===== config.mk =====
export PLATFORM = sky130hd
export DESIGN_NAME = id_decode_queue
export DESIGN_NICKNAME = d
export VERILOG_FILES = /design/src/rtl/id_decode_queue.sv
export SDC_FILE = /design/constraint.sdc
export NUM_CORES = 1
export LEC_CHECK = 0
export CORE_UTILIZATION = 57
export CTS_CLUSTER_DIAMETER = 50
export CTS_CLUSTER_SIZE = 14
export DETAILED_ROUTE_END_ITERATION = 12
export GPL_ROUTABILITY_DRIVEN = 0
export PLACE_DENSITY = 0.85
export SLEW_MARGIN = 20
export SYNTH_ARGS = -nofsm -noshare
export SYNTH_HDL_FRONTEND = slang
export SYNTH_SLANG_ARGS = --single-unit

===== constraint.sdc =====
create_clock -name clk -period 6.5 [get_ports clk]
set_input_delay 0.975 -clock clk [delete_from_list [all_inputs] [get_ports clk]]
set_output_delay 0.975 -clock clk [all_outputs]
set_load 0.02 [all_outputs]

===== src/rtl/id_decode_queue.sv =====
// id_decode_queue
//   RV32I decode stage with a DEPTH-entry instruction queue in front of the
//   decoder and a registered output slot toward EX.
//
//   Fetch side : in_valid/in_ready/in_inst/in_pc/in_order
//   Regfile    : rs1_s/rs2_s (head of queue) -> rs1_v/rs2_v (combinational)
//   EX hazard  : ex_valid/ex_mem_re/ex_rd_s (load-use interlock)
//   EX side    : out_valid/out_ready plus decoded out_* fields
//   Control    : clk, rst (synchronous, active-low), flush
//
//   Handshakes: a transfer happens on a rising edge where valid & ready are
//   both high; valid never depends on ready of the same interface, and a
//   presented payload is held stable until it transfers.
//
//   Build option: define ID_LOAD_USE_STALL_EN to enable the load-use
//   interlock; without it the hazard term is 0 and ex_* are ignored.
module id_decode_queue #(
  parameter int DEPTH   = 4,
  parameter int PC_W    = 32,
  parameter int ORDER_W = 64
) (
  input  logic               clk,
  input  logic               rst,
  input  logic               flush,
  input  logic               in_valid,
  output logic               in_ready,
  input  logic [31:0]        in_inst,
  input  logic [PC_W-1:0]    in_pc,
  input  logic [ORDER_W-1:0] in_order,
  output logic [4:0]         rs1_s,
  output logic [4:0]         rs2_s,
  input  logic [31:0]        rs1_v,
  input  logic [31:0]        rs2_v,
  input  logic               ex_valid,
  input  logic               ex_mem_re,
  input  logic [4:0]         ex_rd_s,
  output logic               out_valid,
  input  logic               out_ready,
  output logic [31:0]        out_inst,
  output logic [PC_W-1:0]    out_pc,
  output logic [ORDER_W-1:0] out_order,
  output logic [4:0]         out_rd_s,
  output logic [31:0]        out_rs1_v,
  output logic [31:0]        out_rs2_v,
  output logic [31:0]        out_imm,
  output logic [2:0]         out_aluop,
  output logic               out_alu_m1_sel,
  output logic               out_alu_m2_sel,
  output logic [2:0]         out_cmpop,
  output logic               out_cmp_sel,
  output logic [3:0]         out_rd_m_sel,
  output logic               out_regf_we,
  output logic               out_mem_re,
  output logic               out_mem_we,
  output logic [2:0]         out_funct3,
  output logic               out_illegal
);
  localparam int PTR_W = $clog2(DEPTH);
  localparam int CNT_W = PTR_W + 1;
  localparam logic [CNT_W-1:0] FULL_CNT = CNT_W'(DEPTH);

  localparam logic [6:0] OP_LUI   = 7'b0110111;
  localparam logic [6:0] OP_AUIPC = 7'b0010111;
  localparam logic [6:0] OP_JAL   = 7'b1101111;
  localparam logic [6:0] OP_JALR  = 7'b1100111;
  localparam logic [6:0] OP_BR    = 7'b1100011;
  localparam logic [6:0] OP_LOAD  = 7'b0000011;
  localparam logic [6:0] OP_STORE = 7'b0100011;
  localparam logic [6:0] OP_IMM   = 7'b0010011;
  localparam logic [6:0] OP_REG   = 7'b0110011;

  // ---------------- instruction queue ----------------
  logic [31:0]        q_inst  [DEPTH];
  logic [PC_W-1:0]    q_pc    [DEPTH];
  logic [ORDER_W-1:0] q_order [DEPTH];
  logic [PTR_W-1:0]   wr_ptr, rd_ptr;
  logic [CNT_W-1:0]   count;
  logic               full, empty, push, issue, hazard;

  assign full     = (count == FULL_CNT);
  assign empty    = (count == '0);
  assign in_ready = !full;
  // Flush drops whatever fetch presents in the same cycle.
  assign push     = in_valid && in_ready && !flush;
  assign issue    = !empty && !hazard && (!out_valid || out_ready) && !flush;

  always_ff @(posedge clk) begin
    if (push) begin
      q_inst[wr_ptr]  <= in_inst;
      q_pc[wr_ptr]    <= in_pc;
      q_order[wr_ptr] <= in_order;
    end
  end

  always_ff @(posedge clk) begin
    if (!rst || flush) begin
      wr_ptr <= '0;
      rd_ptr <= '0;
      count  <= '0;
    end else begin
      if (push)  wr_ptr <= wr_ptr + PTR_W'(1);
      if (issue) rd_ptr <= rd_ptr + PTR_W'(1);
      case ({push, issue})
        2'b10:   count <= count + CNT_W'(1);
        2'b01:   count <= count - CNT_W'(1);
        default: count <= count;
      endcase
    end
  end

  // ---------------- decode of the queue head ----------------
  logic [31:0] head;
  logic [6:0]  opcode;
  logic [2:0]  funct3;
  logic [31:0] imm_i, imm_s, imm_b, imm_u, imm_j;

  assign head   = q_inst[rd_ptr];
  assign opcode = head[6:0];
  assign funct3 = head[14:12];
  assign rs1_s  = head[19:15];
  assign rs2_s  = head[24:20];
  assign imm_i  = {{20{head[31]}}, head[31:20]};
  assign imm_s  = {{20{head[31]}}, head[31:25], head[11:7]};
  assign imm_b  = {{20{head[31]}}, head[7], head[30:25], head[11:8], 1'b0};
  assign imm_u  = {head[31:12], 12'b0};
  assign imm_j  = {{12{head[31]}}, head[19:12], head[20], head[30:21], 1'b0};

  logic [31:0] d_imm;
  logic [2:0]  d_aluop, d_cmpop;
  logic        d_m1, d_m2, d_cmp_sel, d_we, d_re, d_mwe, d_ill, is_imm;
  logic [3:0]  d_rd_m_sel;

  always_comb begin
    d_imm = '0; d_aluop = 3'b000; d_cmpop = 3'b000;
    d_m1 = 1'b0; d_m2 = 1'b0; d_cmp_sel = 1'b0;
    d_we = 1'b0; d_re = 1'b0; d_mwe = 1'b0; d_ill = 1'b0;
    d_rd_m_sel = 4'd0;
    is_imm = (opcode == OP_IMM);
    case (opcode)
      OP_LUI:   begin d_imm = imm_u; d_rd_m_sel = 4'd2; d_we = 1'b1; end
      OP_AUIPC: begin d_imm = imm_u; d_m1 = 1'b1; d_m2 = 1'b1; d_we = 1'b1; end
      // ALU computes the jump/branch target as pc+imm.
      OP_JAL:   begin d_imm = imm_j; d_m1 = 1'b1; d_m2 = 1'b1; d_rd_m_sel = 4'd3; d_we = 1'b1; end
      OP_JALR:  begin d_imm = imm_i; d_m2 = 1'b1; d_rd_m_sel = 4'd3; d_we = 1'b1; end
      OP_BR:    begin d_imm = imm_b; d_m1 = 1'b1; d_m2 = 1'b1; d_cmpop = funct3; end
      OP_LOAD: begin
        d_imm = imm_i; d_m2 = 1'b1; d_re = 1'b1; d_we = 1'b1;
        case (funct3)
          3'd0:    d_rd_m_sel = 4'd4;
          3'd1:    d_rd_m_sel = 4'd5;
          3'd2:    d_rd_m_sel = 4'd6;
          3'd4:    d_rd_m_sel = 4'd7;
          3'd5:    d_rd_m_sel = 4'd8;
          default: d_ill = 1'b1;
        endcase
      end
      OP_STORE: begin d_imm = imm_s; d_m2 = 1'b1; d_mwe = 1'b1; end
      OP_IMM, OP_REG: begin
        d_imm     = is_imm ? imm_i : '0;
        d_m2      = is_imm;
        d_cmp_sel = is_imm;
        d_we      = 1'b1;
        d_aluop   = funct3;
        case (funct3)
          3'b000: d_aluop = (!is_imm && head[30]) ? 3'b011 : 3'b000;
          3'b101: d_aluop = head[30] ? 3'b010 : 3'b101;
          3'b010: begin d_cmpop = 3'b100; d_rd_m_sel = 4'd1; end
          3'b011: begin d_cmpop = 3'b110; d_rd_m_sel = 4'd1; end
          default: ;
        endcase
      end
      default: d_ill = 1'b1;
    endcase
    if (head[11:7] == 5'd0) d_we = 1'b0;
  end

  // ---------------- load-use interlock ----------------
`ifdef ID_LOAD_USE_STALL_EN
  logic rs1_used, rs2_used;
  assign rs1_used = !(opcode == OP_LUI || opcode == OP_AUIPC || opcode == OP_JAL);
  assign rs2_used = (opcode == OP_REG || opcode == OP_STORE || opcode == OP_BR);
  assign hazard   = ex_valid && ex_mem_re && (ex_rd_s != 5'd0) &&
                    ((rs1_used && ex_rd_s == rs1_s) || (rs2_used && ex_rd_s == rs2_s));
`else
  logic unused_ex;
  assign unused_ex = ^{ex_valid, ex_mem_re, ex_rd_s};
  assign hazard    = 1'b0;
`endif

  // ---------------- output register ----------------
  always_ff @(posedge clk) begin
    if (!rst) begin
      out_valid <= 1'b0; out_inst <= '0; out_pc <= '0; out_order <= '0;
      out_rd_s <= '0; out_rs1_v <= '0; out_rs2_v <= '0; out_imm <= '0;
      out_aluop <= '0; out_alu_m1_sel <= 1'b0; out_alu_m2_sel <= 1'b0;
      out_cmpop <= '0; out_cmp_sel <= 1'b0; out_rd_m_sel <= '0;
      out_regf_we <= 1'b0; out_mem_re <= 1'b0; out_mem_we <= 1'b0;
      out_funct3 <= '0; out_illegal <= 1'b0;
    end else if (flush) begin
      out_valid <= 1'b0;
    end else if (issue) begin
      out_valid <= 1'b1; out_inst <= head; out_pc <= q_pc[rd_ptr];
      out_order <= q_order[rd_ptr]; out_rd_s <= head[11:7];
      out_rs1_v <= rs1_v; out_rs2_v <= rs2_v; out_imm <= d_imm;
      out_aluop <= d_aluop; out_alu_m1_sel <= d_m1; out_alu_m2_sel <= d_m2;
      out_cmpop <= d_cmpop; out_cmp_sel <= d_cmp_sel; out_rd_m_sel <= d_rd_m_sel;
      out_regf_we <= d_we; out_mem_re <= d_re; out_mem_we <= d_mwe;
      out_funct3 <= funct3; out_illegal <= d_ill;
    end else if (out_ready) begin
      out_valid <= 1'b0;
    end
  end
endmodule


; Yosys cells after proc, flatten, opt, wreduce, memory -nomap -nowiden
; Memories as Yosys holds them, arrays and structs flattened. A register that Yosys moved wholly into a read port is not among the register bits.
; Cells that the tools add are included.
[word_totals]
ff_bits = 161
ram_bits = 512
input_bits = 204
output_inout_bits = 261
word_cells = 105
n_memories = 3
[classes]
add_sub_neg = 4
n_eq_ne = 17
mux = 27
bitwise = 2
reduce_logical = 32
[mem_list]
columns = name, words, width, read_ports, rd_clocked_by_memory_dff, wr, line_no
row1 = q_order, 4, 64, 1, 1, 1, 75  ; logic [ORDER_W-1:0] q_order [DEPTH];
row2 = q_inst, 4, 32, 1, 1, 1, 73  ; logic [31:0] q_inst [DEPTH];
row3 = q_pc, 4, 32, 1, 1, 1, 74  ; logic [PC_W-1:0] q_pc [DEPTH];
[ops]
columns = operator, count
row1 = case mux 32 bit (6 select lines), 1
row2 = 2-to-1 mux 32 bit, 1
row3 = case mux 3 bit (2 select lines), 4
row4 = "== test 7 x 6 -> 1 bit, second input constant", 3
row5 = "== test 7 bit, second input constant", 3
row6 = case mux 4 bit (5 select lines), 1
row7 = case mux 4 bit (4 select lines), 1
row8 = "== test 7 x 5 -> 1 bit, second input constant", 2
row9 = 2-to-1 mux 1 bit, 12
row10 = OR reduction 2 bit, 6
row11 = "== test 3 bit, second input constant", 3
row12 = zero test 1 bit, 8
row13 = OR reduction 8 bit, 1
row14 = "== test 7 x 2 -> 1 bit, second input constant", 1
row15 = OR reduction 7 bit, 1
row16 = "== test 3 x 2 -> 1 bit, second input constant", 2
row17 = zero test 3 bit, 2
row18 = 2-to-1 mux 2 bit, 3
row19 = 2-to-1 mux 3 bit, 2
row20 = OR reduction 6 bit, 1
row21 = logical AND 1 bit, 5
row22 = zero test 5 bit, 1
row23 = OR reduction 5 bit, 1
row24 = "adder 2 x 1 -> 2 bit, second input constant", 2
row25 = 11 further kinds, 15

; Logic depth before layout (Yosys ltp)
[depth]
word_depth = 6
depth_mapped = 12
mapped_depth_nobuf = 11

; Least setup slack after synthesis
; Ideal clock, no wire load.
[synth_path]
path_type = input port to flip-flop
start = input port in_valid
end = memory q_inst[0][0] (enable)
setup_ns = 0.503
arrival_time_ns = 4.217
t_required_ns = 5.997
path_slack_ns = 1.780
path_stages = 3
path_buffers = 0
cell_sequence = nand2_1 nor2_1 and2_1
[synth_via]
elab_chain_len = 4
[synth_lines]
columns = item, line_no
row1 = start: declaration, 25  ; input logic in_valid,
row2 = logical AND 1 bit (2 in series), 84  ; assign push = in_valid && in_ready && !flush;
row3 = 2-to-1 mux 1 bit, 88  ; if (push) begin
row4 = 2-to-1 mux 1 bit (implied by the code), 89  ; q_inst[wr_ptr] <= in_inst;
row5 = end: declaration, 73
; Every way passes these cells.

; Worst setup path after layout
[layout_path]
start = input port out_ready
end = register out_imm[12]
[layout_via]
elab_chain_len = 4
[layout_lines]
columns = item, line_no
row1 = start: declaration, 38  ; input logic out_ready,
row2 = logical OR 1 bit, 85  ; assign issue = !empty && !hazard && (!out_valid || out_ready) && !flush;
row3 = logical AND 1 bit (2 in series), 85
row4 = AND reduction 2 bit (no source line), n/a
row5 = end signal: assignment, 204  ; out_rs1_v <= rs1_v; out_rs2_v <= rs2_v; out_imm <= d_imm;
row6 = end: declaration, 45  ; output logic [31:0] out_imm,
; Every way passes these cells.
; A chain may end at the register's enable or synchronous reset.

==> key figures <==
Critical path
  • Endpoint class of the critical path: flip-flop
  • CP arrival: 4420 ps
  • CP max FO: 88
  • Setup CP Type: in2reg
  • Slowest-stage cell, CP: nor4b_2
  • Worst-path cell chain: clkdlybuf4s50_1 > nor2b_1 > or3_4 > inv_6 > nand3_1 > nor4b_2 > a221o_1
  • Critical path's largest stage delay: 930 ps
  • CP Launch Type: input pin
  • Worst path required time: 7020 ps

Layout
  • Share of layout cells above drive strength 1: 10.87%
  • Most frequent cells in the layout: edfxtp_1 (512), clkdlybuf4s50_1 (456), nand2_1 (407), dfxtp_1 (247), a21boi_0 (196)
  • Non-filler instance count after layout: 2953
  • P&R area growth vs syn: 25.07%
  • Sequential standard cell area: 20410 µm²
  • Multi-input gate area: 7238 µm²
  • # fillers: 3012
  • Nets: 2442
  • Commonest non-fill, non-tap cell in the layout: edfxtp_1

Clock network
  • Max Root-Sink Buffers: 3
  • CTS tree: done
  • Post_cts resized: 0
  • Total CTS buffers: 68
  • Cts hold-fix bufs: 0
  • CTS Root Cell: clkbuf_16
  • Htree depth: 3
  • Clock Latency Late Sink: 590 ps
  • Clk slew on worst S/H paths: 70 ps
  • Number of buffers added for setup after CTS: 0
  • Clock sinks: 763

Synthesis
  • Yosys warning count: 0
  • Synthesis-stage register bit count: 763
  • Yosys cell types: 64
  • EDFF count, synth: 512
  • Syn_nets: 2034
  • Synthesized area: 28270 µm²
  • Post-Syn Area per Cell: 15.50 µm²
  • Synthesized instance count: 1824
  • Register area share after synthesis: 72.16%
  • Most used flip-flop cell after synthesis: edfxtp_1
  • Ys async rst share: 0%

GRT
  • M3 GR Usage: 6.506%
  • First-pass GRT wire length: 101.2 mm
  • Largest net degree at the start of global routing: 105
  • Vias in the first global route: 16931
  • GRT overflow: 0
  • Initial antenna violation count: 10
  • Grt met1 use: 34.04%
  • GRT Total Usage: 26.84%
  • Met2 usage in global routing: 44.73%
  • GR peak layer: met2

Drt
  • DRC: 0
  • Detail Route Antenna Nets: 0
  • Drt total wl: 68.28 mm
  • Via count: 17081
  • 1st-pass router iterations: 6
  • Routed len/inst: 23.12 µm
  • Vias per cell: 5.784
  • First DRT Iteration DRCs: 1314

Timing
  • Layout Skew: 23.77 ps
  • Worst rel slew slack: 28.21%
  • Min cycle time layout: 3900 ps
  • TNS Setup: 0 ps
  • Unrepaired setup endpoints after global routing: no
  • Total count of hold-check failures in the final report: 0
  • Tcrit/Tclk final: 59.99%
  • Fmax: 0.2564 GHz
  • Final slew viol count: 0
  • Worst-margin pin slew: 1077 ps
  • Finish-stage setup viols: 0

Pwr
  • PD cells: 274.6 nW/µm²
  • P_leak: 0.01119 µW
  • Peak supply drop: 0.2522 mV

Floorplan
  • Die area: 50490 µm²
  • Die Y-Extent: 224.7 µm
  • Starting Density: 57.75%
  • I/O pin count: 465
  • Chip width: 224.7 µm
  • FP Rows: 81
  • CORE AREA: 48950 µm²

Place
  • DP Wirelength: 41.18 mm
  • Cell Count Post-Placement: 2826
  • PortBufs: 457

Hold path
  • Type of the worst min-delay path: reg2reg

Job
  • Max Cap Viol: 0

Outcome
  • Status: finished clean
-- critical path, delay by kind of cell --
kind	cells	cell delay, ps
buffers and inverters	2	1110
and+or+nand+nor	4	2050
AOI/OAI and AO/OA	1	210
-- flip-flops by register name (all words and copies together) (netlist names), 3 cells and up, named ones only --
name	cells
q_order	256
out_aluop	3
out_rd_m_sel	4
count	3
q_pc	128
out_rs1_v	32
q_inst	128
out_inst	32
out_pc	32
out_rs2_v	32
out_imm	32
out_cmpop	3
out_order	64
-- through the flow --
stage,power (µW),utilization [%],cell area (µm²),setup WS [ps],hold WS (ps)
final,9708,72.23,35360,2600,449.4
after global routing,9989,72.22,35350,2496,462.9
after detailed placement,5997,67.98,33280,2013,443.3
after floorplan,5692,-,28270,1780,469.2
after global placement,5970,67.98,33280,2043,445.3
after CTS,9776,72.19,35340,2557,450.1
-- final timing paths --
kind / slack (ps) / start / depth (start not counted) / end
worst max-delay path: 2600 / out_ready / 7 / out_imm[12]
worst min-delay path: 450 / out_rd_m_sel[3] / 2 / out_rd_m_sel[3]
worst max register to register: 3100 / out_valid / 6 / out_imm[12]
worst min register to register: 450 / out_rd_m_sel[3] / 2 / out_rd_m_sel[3]
-- layer usage --
layer / routed length (µm) / part of all wire, %
met1: 26100 / 38
met2: 34300 / 50
met3: 5611 / 8.2
met4: 2210 / 3.2
met5: 53 / 0.078
-- cell usage after synthesis, drive strengths merged, types with 11 or more instances --
| library cell | n | area (µm²) |
|---|---|---|
| a21oi | 11 | 55.05 |
| mux4 | 128 | 2883 |
| nor2b | 13 | 81.33 |
| a21boi | 197 | 1479 |
| clkbuf | 96 | 360.4 |
| o21ai | 17 | 85.08 |
| nand2 | 407 | 1528 |
| dfxtp | 251 | 5025 |
| a221o | 21 | 210.2 |
| edfxtp | 512 | 15370 |
| nor2 | 22 | 85.09 |
| buf | 38 | 245.2 |
-- final cells by class --
cell class	count	area share, %
Sequential cell	763	57.73
Multi-Input combinational cell	916	20.47
Timing Repair Buffer	472	13.44
Clock buffer	105	5.354
Tap cell	664	2.350
Clock inverter	15	0.4813
Inverter	11	0.1309
Antenna cell	7	0.04954
-- report_power, final --
| part | internal [µW] | switching (µW) | leakage [µW] |
|---|---|---|---|
| sequential | 5270 | 36.6 | 0.00668 |
| combinational | 281 | 309 | 0.00351 |
| clock | 2140 | 1680 | 0.000997 |
| total | 7680 | 2020 | 0.0112 |
-- kinds of logic (layout without fill, tap and decap cells) --
kind of cell	Yosys count	count (layout)	share of synthesized area, %
and+or+nand+nor	495	495	7.298
DFF	763	763	72.16
buffers and inverters	145	603	2.288
xor gates and xnor gates	7	7	0.2169
adders and majority gates	6	6	0.2921
other	0	7	0
muxes	130	130	10.27
AOI/OAI and AO/OA	278	278	7.475
(Power assumes the default switching activity.)
